[src/rtl/dfr_phase_sequencer.sv]
// Steps a datapath through INIT, TRAIN and TEST phases sample by sample, one step per handshake.
// Counters and state are registered; step_valid/sample_done also see abort and step_ready in the same cycle.
module dfr_phase_sequencer (
    input  logic        S_AXI_ACLK,
    input  logic        S_AXI_ARESETN,
    input  logic        start,
    input  logic        abort,
    input  logic [31:0] num_init_samples,
    input  logic [31:0] num_train_samples,
    input  logic [31:0] num_test_samples,
    input  logic [31:0] num_steps_per_sample,
    input  logic        step_ready,
    output logic        busy,
    output logic [1:0]  phase,
    output logic        step_valid,
    output logic [31:0] sample_idx,
    output logic [31:0] step_idx,
    output logic [29:0] sample_addr,
    output logic        sample_done,
    output logic        done,
    output logic        aborted
);

    typedef enum logic [2:0] {
        S_IDLE,
        S_INIT,
        S_TRAIN,
        S_TEST,
        S_DONE
    } state_t;

    state_t      state;
    state_t      nxt_state;
    logic [1:0]  nxt_phase;
    logic [31:0] cfg_init;
    logic [31:0] cfg_train;
    logic [31:0] cfg_test;
    logic [31:0] cfg_steps;
    logic [31:0] cur_n;
    logic [31:0] nxt_n;
    logic        step_req;
    logic        in_phase;
    logic        hs;
    logic        last_step;
    logic        last_sample;
    logic        phase_end;

    always_comb begin
        cur_n     = '0;
        nxt_n     = '0;
        nxt_state = S_IDLE;
        nxt_phase = 2'd0;
        case (state)
            S_INIT: begin
                cur_n     = cfg_init;
                nxt_n     = cfg_train;
                nxt_state = S_TRAIN;
                nxt_phase = 2'd2;
            end
            S_TRAIN: begin
                cur_n     = cfg_train;
                nxt_n     = cfg_test;
                nxt_state = S_TEST;
                nxt_phase = 2'd3;
            end
            S_TEST: begin
                cur_n     = cfg_test;
                nxt_state = S_DONE;
            end
            default: ;
        endcase
    end

    assign in_phase    = (state == S_INIT) || (state == S_TRAIN) || (state == S_TEST);
    // Abort withdraws the request in the same cycle, so the datapath never sees an uncounted handshake.
    assign step_valid  = step_req && !abort;
    assign hs          = step_valid && step_ready;
    assign last_step   = (step_idx == cfg_steps - 32'd1);
    assign last_sample = (sample_idx == cur_n - 32'd1);
    assign sample_done = hs && last_step;
    // A phase with no request pending is empty and lasts a single cycle.
    assign phase_end   = in_phase && (!step_req || (hs && last_step && last_sample));

    always_ff @(posedge S_AXI_ACLK) begin
        if (!S_AXI_ARESETN) begin
            state       <= S_IDLE;
            busy        <= 1'b0;
            phase       <= 2'd0;
            step_req    <= 1'b0;
            sample_idx  <= '0;
            step_idx    <= '0;
            sample_addr <= '0;
            done        <= 1'b0;
            aborted     <= 1'b0;
            cfg_init    <= '0;
            cfg_train   <= '0;
            cfg_test    <= '0;
            cfg_steps   <= '0;
        end else begin
            done <= 1'b0;
            if (abort) begin
                aborted <= 1'b1;
                if (state != S_IDLE) begin
                    state    <= S_IDLE;
                    busy     <= 1'b0;
                    phase    <= 2'd0;
                    step_req <= 1'b0;
                end
            end else begin
                case (state)
                    S_IDLE: begin
                        if (start) begin
                            state       <= S_INIT;
                            busy        <= 1'b1;
                            phase       <= 2'd1;
                            aborted     <= 1'b0;
                            sample_idx  <= '0;
                            step_idx    <= '0;
                            sample_addr <= '0;
                            cfg_init    <= num_init_samples;
                            cfg_train   <= num_train_samples;
                            cfg_test    <= num_test_samples;
                            cfg_steps   <= num_steps_per_sample;
                            step_req    <= (num_init_samples != '0) && (num_steps_per_sample != '0);
                        end
                    end
                    S_INIT, S_TRAIN, S_TEST: begin
                        if (hs) begin
                            if (last_step) begin
                                step_idx    <= '0;
                                sample_idx  <= sample_idx + 32'd1;
                                sample_addr <= sample_addr + 30'd1;
                            end else begin
                                step_idx <= step_idx + 32'd1;
                            end
                        end
                        if (phase_end) begin
                            state      <= nxt_state;
                            phase      <= nxt_phase;
                            sample_idx <= '0;
                            step_idx   <= '0;
                            step_req   <= (nxt_n != '0) && (cfg_steps != '0);
                            done       <= (nxt_state == S_DONE);
                        end
                    end
                    S_DONE: begin
                        state <= S_IDLE;
                        busy  <= 1'b0;
                    end
                    default: state <= S_IDLE;
                endcase
            end
        end
    end

endmodule

[config.mk]
export PLATFORM = sky130hd
export DESIGN_NAME = dfr_phase_sequencer
export DESIGN_NICKNAME = d
export VERILOG_FILES = /design/src/rtl/dfr_phase_sequencer.sv
export SDC_FILE = /design/constraint.sdc
export NUM_CORES = 1
export LEC_CHECK = 0
export ABC_AREA = 1
export CORE_ASPECT_RATIO = 2
export CORE_MARGIN = 2
export CORE_UTILIZATION = 40
export DETAILED_ROUTE_END_ITERATION = 16
export PLACE_DENSITY = 0.63
export SLEW_MARGIN = 40
export SYNTH_ARGS = -nofsm -noshare
export SYNTH_HDL_FRONTEND = slang
export SYNTH_SLANG_ARGS = --single-unit
export TNS_END_PERCENT = 100
[constraint.sdc]
create_clock -name S_AXI_ACLK -period 3.9 [get_ports S_AXI_ACLK]
set_clock_uncertainty 0.1 [all_clocks]
set_input_delay 0.39 -clock S_AXI_ACLK [delete_from_list [all_inputs] [get_ports S_AXI_ACLK]]
set_output_delay 0.39 -clock S_AXI_ACLK [all_outputs]
set_load 0.1 [all_outputs]
==> results.tsv, run 1 <==
stage	metric	value	unit
route	Wirelength per Cell	20.7	um
synthesis	area leader, netlist	dfxtp_1	
worst_setup_path	worst reg2reg path endpoint	sample_idx[13]	
global_route	Congestion Overflow GR	0	
clock_network	TritonCTS Buffers	24	
route	1st-pass router iterations	5	
sta	Max Slew Vio Count	0	
floorplanning	Vert. Die Dim	274	um
worst_setup_path	R2R depth	24	
worst_setup_path	type of origin of the critical path	flip-flop	
synthesis	Gate Count Post-Synth	2329	
worst_setup_path	Req. time, crit path	3410	ps
clock_network	CTS tree	done	
synthesis	largest family of logic cells by synthesized area	simple AND/OR/NAND/NOR gates	
worst_setup_path	maximum fanout along the worst path	4	
synthesis	Synth Flop Type	dfxtp_1	
worst_setup_path	Worst Setup End Kind	output port	
final_layout	commonest non-fill, non-tap cell in the layout	nand2_1	
sta	Worst-Margin Slew	732	ps
worst_setup_path	FF-to-FF Start	state[2]	
final_layout	fill cell count	3867	
route	DR DRC count	0	
sta	Fin Setup TNS	0	ps
clock_network	H-tree levels	1	
route	Post-Route WL	62600	um
placed_design	placed cells	2976	
sta	final setup violating endpoints	0	
placed_design	PortBufs	233	
worst_setup_path	Setup Crit Path Kind	flip-flop to output port	
min_path	Hold Path End	sample_idx[28]	
worst_setup_path	R2R Setup Slk	340	ps
final_layout	commonest non-fill, non-tap cells in the layout	nand2_1, nor2_1, dfxtp_1	
synthesis	syn_area_per_cell	6.24	sq um
route	remaining antenna violation count	0	
synthesis	simple-gate share of the synthesized area	41.5	%
power_and_ir_drop	Leak	0.00768	uW
clock_network	Max clock buf depth	3	
min_path	hold depth	3	
sta	crit path time final	3810	ps
final_layout	final instance area	17800	sq um
sta	RSZ-0062 raised after global routing	true	
power_and_ir_drop	Design Power	6520	uW
global_route	total track usage	31.9	%
global_route	antenna violations before repair	2	
synthesis	EDFF count, synth	0	
sta	Max Clk Rate	0.262	GHz
synthesis	Syn. warnings	0	
global_route	global-route wire length before repair	92800	um
floorplanning	die width	139	um
final_layout	fin util	49.7	%
min_path	HP Class	input pin to flip-flop	
clock_network	clk_lat worst skew	560	ps
power_and_ir_drop	PD cells	366	nW/um^2
clock_network	Clk pin slew, worst setup/hold paths	80	ps
synthesis	Mapped Area	14500	sq um
placed_design	Final Wtd Congestion	1.06	
placed_design	placed inst area	16900	sq um
sta	Tcrit/Tclk final	97.8	%
global_route	largest net degree at the start of global routing	105	
final_layout	share of layout cells above drive strength 1	10.1	%
worst_setup_path	CP Data Arrival Time	3320	ps
run	Max Cap Viol	0	
floorplanning	row count	98	
final_layout	Area Growth Syn to Fin	22.6	%
clock_network	CTS sink cnt	231	
placed_design	dpl hpwl	50600	um
sta	slew margin rel.	50.7	%
synthesis	complex-gate fraction of the synthesized area	11.1	%
synthesis	Post-Synth Adder-Cell Area	0.517	%
global_route	number of global-route vias before repair	16500	
synthesis	Synth Register Bits	231	
synthesis	Netlist cell types	42	
min_path	HP Start	S_AXI_ARESETN	
floorplanning	Ports	234	
power_and_ir_drop	Max IR drop VDD	0.311	mV
floorplanning	core area	35800	sq um
status	outcome	finished clean	
synthesis	post-synthesis sequential area ratio	31.8	%
floorplanning	Initial Util	40.6	%
sta	Final Hold Viols	0	
route	routed vias	16400	
synthesis	syn_nets	2468	
synthesis	Async S/R FF share, synth	0	%
synthesis	area share of the largest cell type after synthesis	31.8	%
final_layout	final std cells w/o fill	3023	
synthesis	XOR/XNOR Fraction of Synth Area	6.27	%
route	initial DRC count	918	
route	Vias/cell	5.42	
final_layout	Final nets	2693	
synthesis	multiplexer area fraction after synthesis	0	%
clock_network	clock root cell	clkbuf_16	
floorplanning	DIE AREA	38000	sq um
synthesis	synth top area cells	dfxtp_1, nand2_1, nor2_1	
registers in the layout, indices dropped and copies added, names as in the netlist:
signal	cells
aborted	1
busy	1
cfg_init	32
cfg_steps	32
cfg_test	32
cfg_train	32
done	1
phase	2
sample_addr	30
sample_idx	32
state	3
step_idx	32
step_req	1
worst max-delay path: stages, from the launching register on:
cell and delay (ps):
dfxtp_1 320, inv_1 90, ha_1 160, buf_4 120
nand2_1 130, nor2_2 270, nand3_2 200, xor2_2 230
o211ai_1 240, nor3_1 210, nand3_1 90, nor2_1 140
nand2_1 60, nor2_1 230, buf_6 270
through the flow:
stage	worst slack [ps]	hold WS (ps)
after detailed placement	198	352
after CTS	38.0	46.5
after global routing	-23.5	71.6
final	85.6	74.8
after global placement	226	344
after floorplan	24.6	330
repair_timing:
item                                    CTS  global route
hold buffers                              0             0
buffers inserted                          1             1
gates cloned                              0             0
endpoints found under the setup margin    1            11
pin swaps                                 1             1
gates resized for setup                   2             3
Yosys cell counts (4+ instances only):
cell type    n
buf_2       12
dfxtp_1    231
o211ai_1     4
ha_1         6
xor2_1      81
buf_4        7
nand3b_1    15
o21bai_1     8
inv_1      215
nor4_1      52
nor3b_1      9
nand2_2      7
nor2_1     443
nor2_2      26
buf_6       10
clkbuf_1    60
nor2_4       6
nand4_1     74
nor3_1      65
a21oi_1    131
xnor2_1     23
nand2_1    489
nand3_1    165
nand3_2      5
o21ai_0    156
or2_2        4
how the worst max path moves through the flow:
| stage | start | endpoint | depth (start not counted) |
|---|---|---|---|
| after floorplan | step_idx[9] | sample_done | 10 |
| after global placement | cfg_steps[1] | sample_addr[9] | 17 |
| after detailed placement | cfg_steps[1] | sample_addr[9] | 17 |
| after CTS | cfg_steps[1] | sample_done | 14 |
| after global routing | cfg_steps[1] | sample_done | 14 |
| final | cfg_steps[1] | sample_done | 14 |
layer usage:
metal  GRT usage [%]  routed length, um  vias to the layer above
met1            28.2              20300                     7590
met3            3.24               2440                      220
met4            29.5               6680                        0
li1                -                  -                     8056
met2            62.1              33200                      529
met5               0                  0                        -
report_power, final:
part           internal, uW  switching [uW]
sequential             2480             107
clock                  1370            1050
combinational           511            1000
layout make-up:
type / count / area [sq um] / area share, %
multi-input cells: 1788 / 8660 / 48.6
flip-flops and latches: 231 / 4630 / 26.0
repair buffers: 288 / 2320 / 13.0
inverters: 221 / 835 / 4.69
clock buffers: 32 / 682 / 3.83
well taps: 450 / 563 / 3.16
clock inverters: 12 / 126 / 0.710
diodes: 1 / 2.50 / 0.0140
logic make-up after synthesis:
group	count (synthesis)
AOI/OAI and AO/OA	311
xor gates and xnor gates	104
adders and majority gates	6
buffers and inverters	310
DFF	231
and+or+nand+nor	1367
Power figures use the tool's default switching activity.
==> run 2, diff against run 1 <==
--- a/config.mk
+++ b/config.mk
@@ -10,9 +10,11 @@
 export CORE_MARGIN = 2
 export CORE_UTILIZATION = 40
 export DETAILED_ROUTE_END_ITERATION = 16
+export GPL_TIMING_DRIVEN = 0
+export HOLD_SLACK_MARGIN = 0.12
 export PLACE_DENSITY = 0.63
 export SLEW_MARGIN = 40
 export SYNTH_ARGS = -nofsm -noshare
 export SYNTH_HDL_FRONTEND = slang
 export SYNTH_SLANG_ARGS = --single-unit
-export TNS_END_PERCENT = 100
+export TNS_END_PERCENT = 10
==> results.tsv, run 2 (same netlist as run 1, synthesis figures left out) <==
stage	metric	value	unit
status	outcome	finished clean	
min_path	HP Start	abort	
worst_setup_path	Req. time, crit path	3410	ps
worst_setup_path	worst reg2reg path endpoint	sample_idx[14]	
worst_setup_path	Worst Setup End Kind	output port	
worst_setup_path	Worst Path Buf+Inv	1	
global_route	Congestion Overflow GR	0	
worst_setup_path	type of origin of the critical path	flip-flop	
floorplanning	Initial Util	40.6	%
sta	Worst-Margin Slew	882	ps
worst_setup_path	crit-path cells	nor2_2 -> nand2_1 -> nor2_2 -> nand2_1 -> nor2_1 -> o211ai_1 -> nor3_1 -> nand3_1 -> nor2_1 -> nand2_1 -> nor2_4 -> buf_12	
min_path	hold depth	3	
worst_setup_path	slowest cell on the critical path	dfxtp_1	
sta	Tcrit/Tclk final	98.5	%
route	remaining antenna violation count	0	
worst_setup_path	Setup Crit Path Kind	flip-flop to output port	
clock_network	Max clock buf depth	3	
worst_setup_path	R2R Setup Slk	180	ps
final_layout	Final nets	2728	
final_layout	commonest non-fill, non-tap cells in the layout	nand2_1, nor2_1, dfxtp_1	
clock_network	Clk pin slew, worst setup/hold paths	70	ps
power_and_ir_drop	Max IR drop VDD	0.421	mV
floorplanning	die width	139	um
global_route	antenna violations before repair	2	
worst_setup_path	R2R depth	26	
worst_setup_path	CP Data Arrival Time	3350	ps
sta	final setup violating endpoints	0	
floorplanning	core area	35800	sq um
floorplanning	DIE AREA	38000	sq um
route	Wirelength per Cell	23.0	um
clock_network	CTS sink cnt	231	
global_route	number of global-route vias before repair	17000	
sta	Fin Setup TNS	0	ps
min_path	Hold Path End	aborted	
worst_setup_path	Worst Setup SP	cfg_steps[13]	
placed_design	dpl hpwl	58800	um
route	initial DRC count	1065	
worst_setup_path	maximum fanout along the worst path	4	
power_and_ir_drop	Leak	0.00768	uW
run	Max Cap Viol	0	
sta	crit path time final	3840	ps
sta	Hold Worst Slack	284	ps
clock_network	TritonCTS Buffers	25	
floorplanning	Vert. Die Dim	274	um
route	routed vias	16800	
worst_setup_path	Critical Path Max Stage Delay	340	ps
worst_setup_path	FF-to-FF Start	state[2]	
clock_network	H-tree levels	1	
route	DR DRC count	0	
worst_setup_path	cell family contributing the most delay on the critical path	simple AND/OR/NAND/NOR gates	
route	Vias/cell	5.50	
power_and_ir_drop	PD cells	388	nW/um^2
min_path	HP Class	input pin to flip-flop	
placed_design	Final Wtd Congestion	1.06	
clock_network	CTS tree	done	
sta	slew margin rel.	41.2	%
floorplanning	Ports	234	
sta	Max Slew Vio Count	0	
clock_network	hold_buf cts	0	
global_route	total track usage	35.9	%
sta	Final Hold Viols	0	
clock_network	clk_lat worst skew	560	ps
global_route	largest net degree at the start of global routing	15	
route	Post-Route WL	70400	um
placed_design	PortBufs	232	
final_layout	commonest non-fill, non-tap cell in the layout	nand2_1	
route	1st-pass router iterations	5	
global_route	global-route wire length before repair	101000	um
clock_network	clock root cell	clkbuf_16	
final_layout	Area Growth Syn to Fin	23.7	%
final_layout	share of layout cells above drive strength 1	9.62	%
floorplanning	row count	98	
sta	Max Clk Rate	0.260	GHz
worst_setup_path	CP dominant cell by count	nand2_1	
-- run 2: area by class of cell --
type,instances,area (sq um)
diodes,1,2.50
plain buffers,89,459
multi-input cells,1788,8720
well taps,450,563
flip-flops and latches,231,4620
inverters,221,836
clock inverters,15,248
fillers,3860,17800
clock buffers,31,688
repair buffers,233,1840
-- run 2: layer usage --
metal / vias to the layer above / wire length (um) / GRT usage, %
met5: - / 0 / 0
met4: 0 / 8710 / 36.6
met3: 266 / 3150 / 4.69
met2: 644 / 37700 / 70.4
met1: 7773 / 20800 / 29.0
li1: 8153 / - / -
-- run 2: stage by stage --
step | worst slack, ps | utilization, % | instances | area [sq um] | total power [uW]
final | 57.3 | 50.2 | 3059 | 18000 | 6970
after global routing | -16.4 | 50.2 | 3058 | 18000 | 7210
after CTS | 0.313 | 50.0 | 3058 | 17900 | 6950
after detailed placement | -144 | 47.2 | 3011 | 16900 | 4200
after global placement | -569 | 48.7 | 3011 | 17400 | 4200
after floorplan | 24.6 | - | 2329 | 14500 | 3540
-- run 2: timing repair --
| item | in CTS | in global routing |
|---|---|---|
| resized for setup | 13 | 19 |
| buffers inserted | 1 | 0 |
| setup endpoints to repair | 47 | 78 |
| pin swaps | 2 | 4 |
-- run 2: power breakdown --
group / total, uW / internal (uW) / switching [uW]
Sequential: 2580 / 2480 / 107
Clock: 2760 / 1660 / 1100
Combinational: 1620 / 509 / 1110
-- run 2: worst min-delay path, stage by stage --
cell and delay [ps]:
clkbuf_1 290, nor2_1 180, nor2_1 50
-- run 2: worst max path at each step --
stage | endpoint | slack [ps] | cells past startpoint
after floorplan | sample_done | 20 | 10
after global placement | sample_done | -570 | 15
after detailed placement | step_idx[27] | -140 | 17
after CTS | sample_done | 0.3 | 15
after global routing | sample_idx[14] | -20 | 24
final | sample_done | 60 | 12
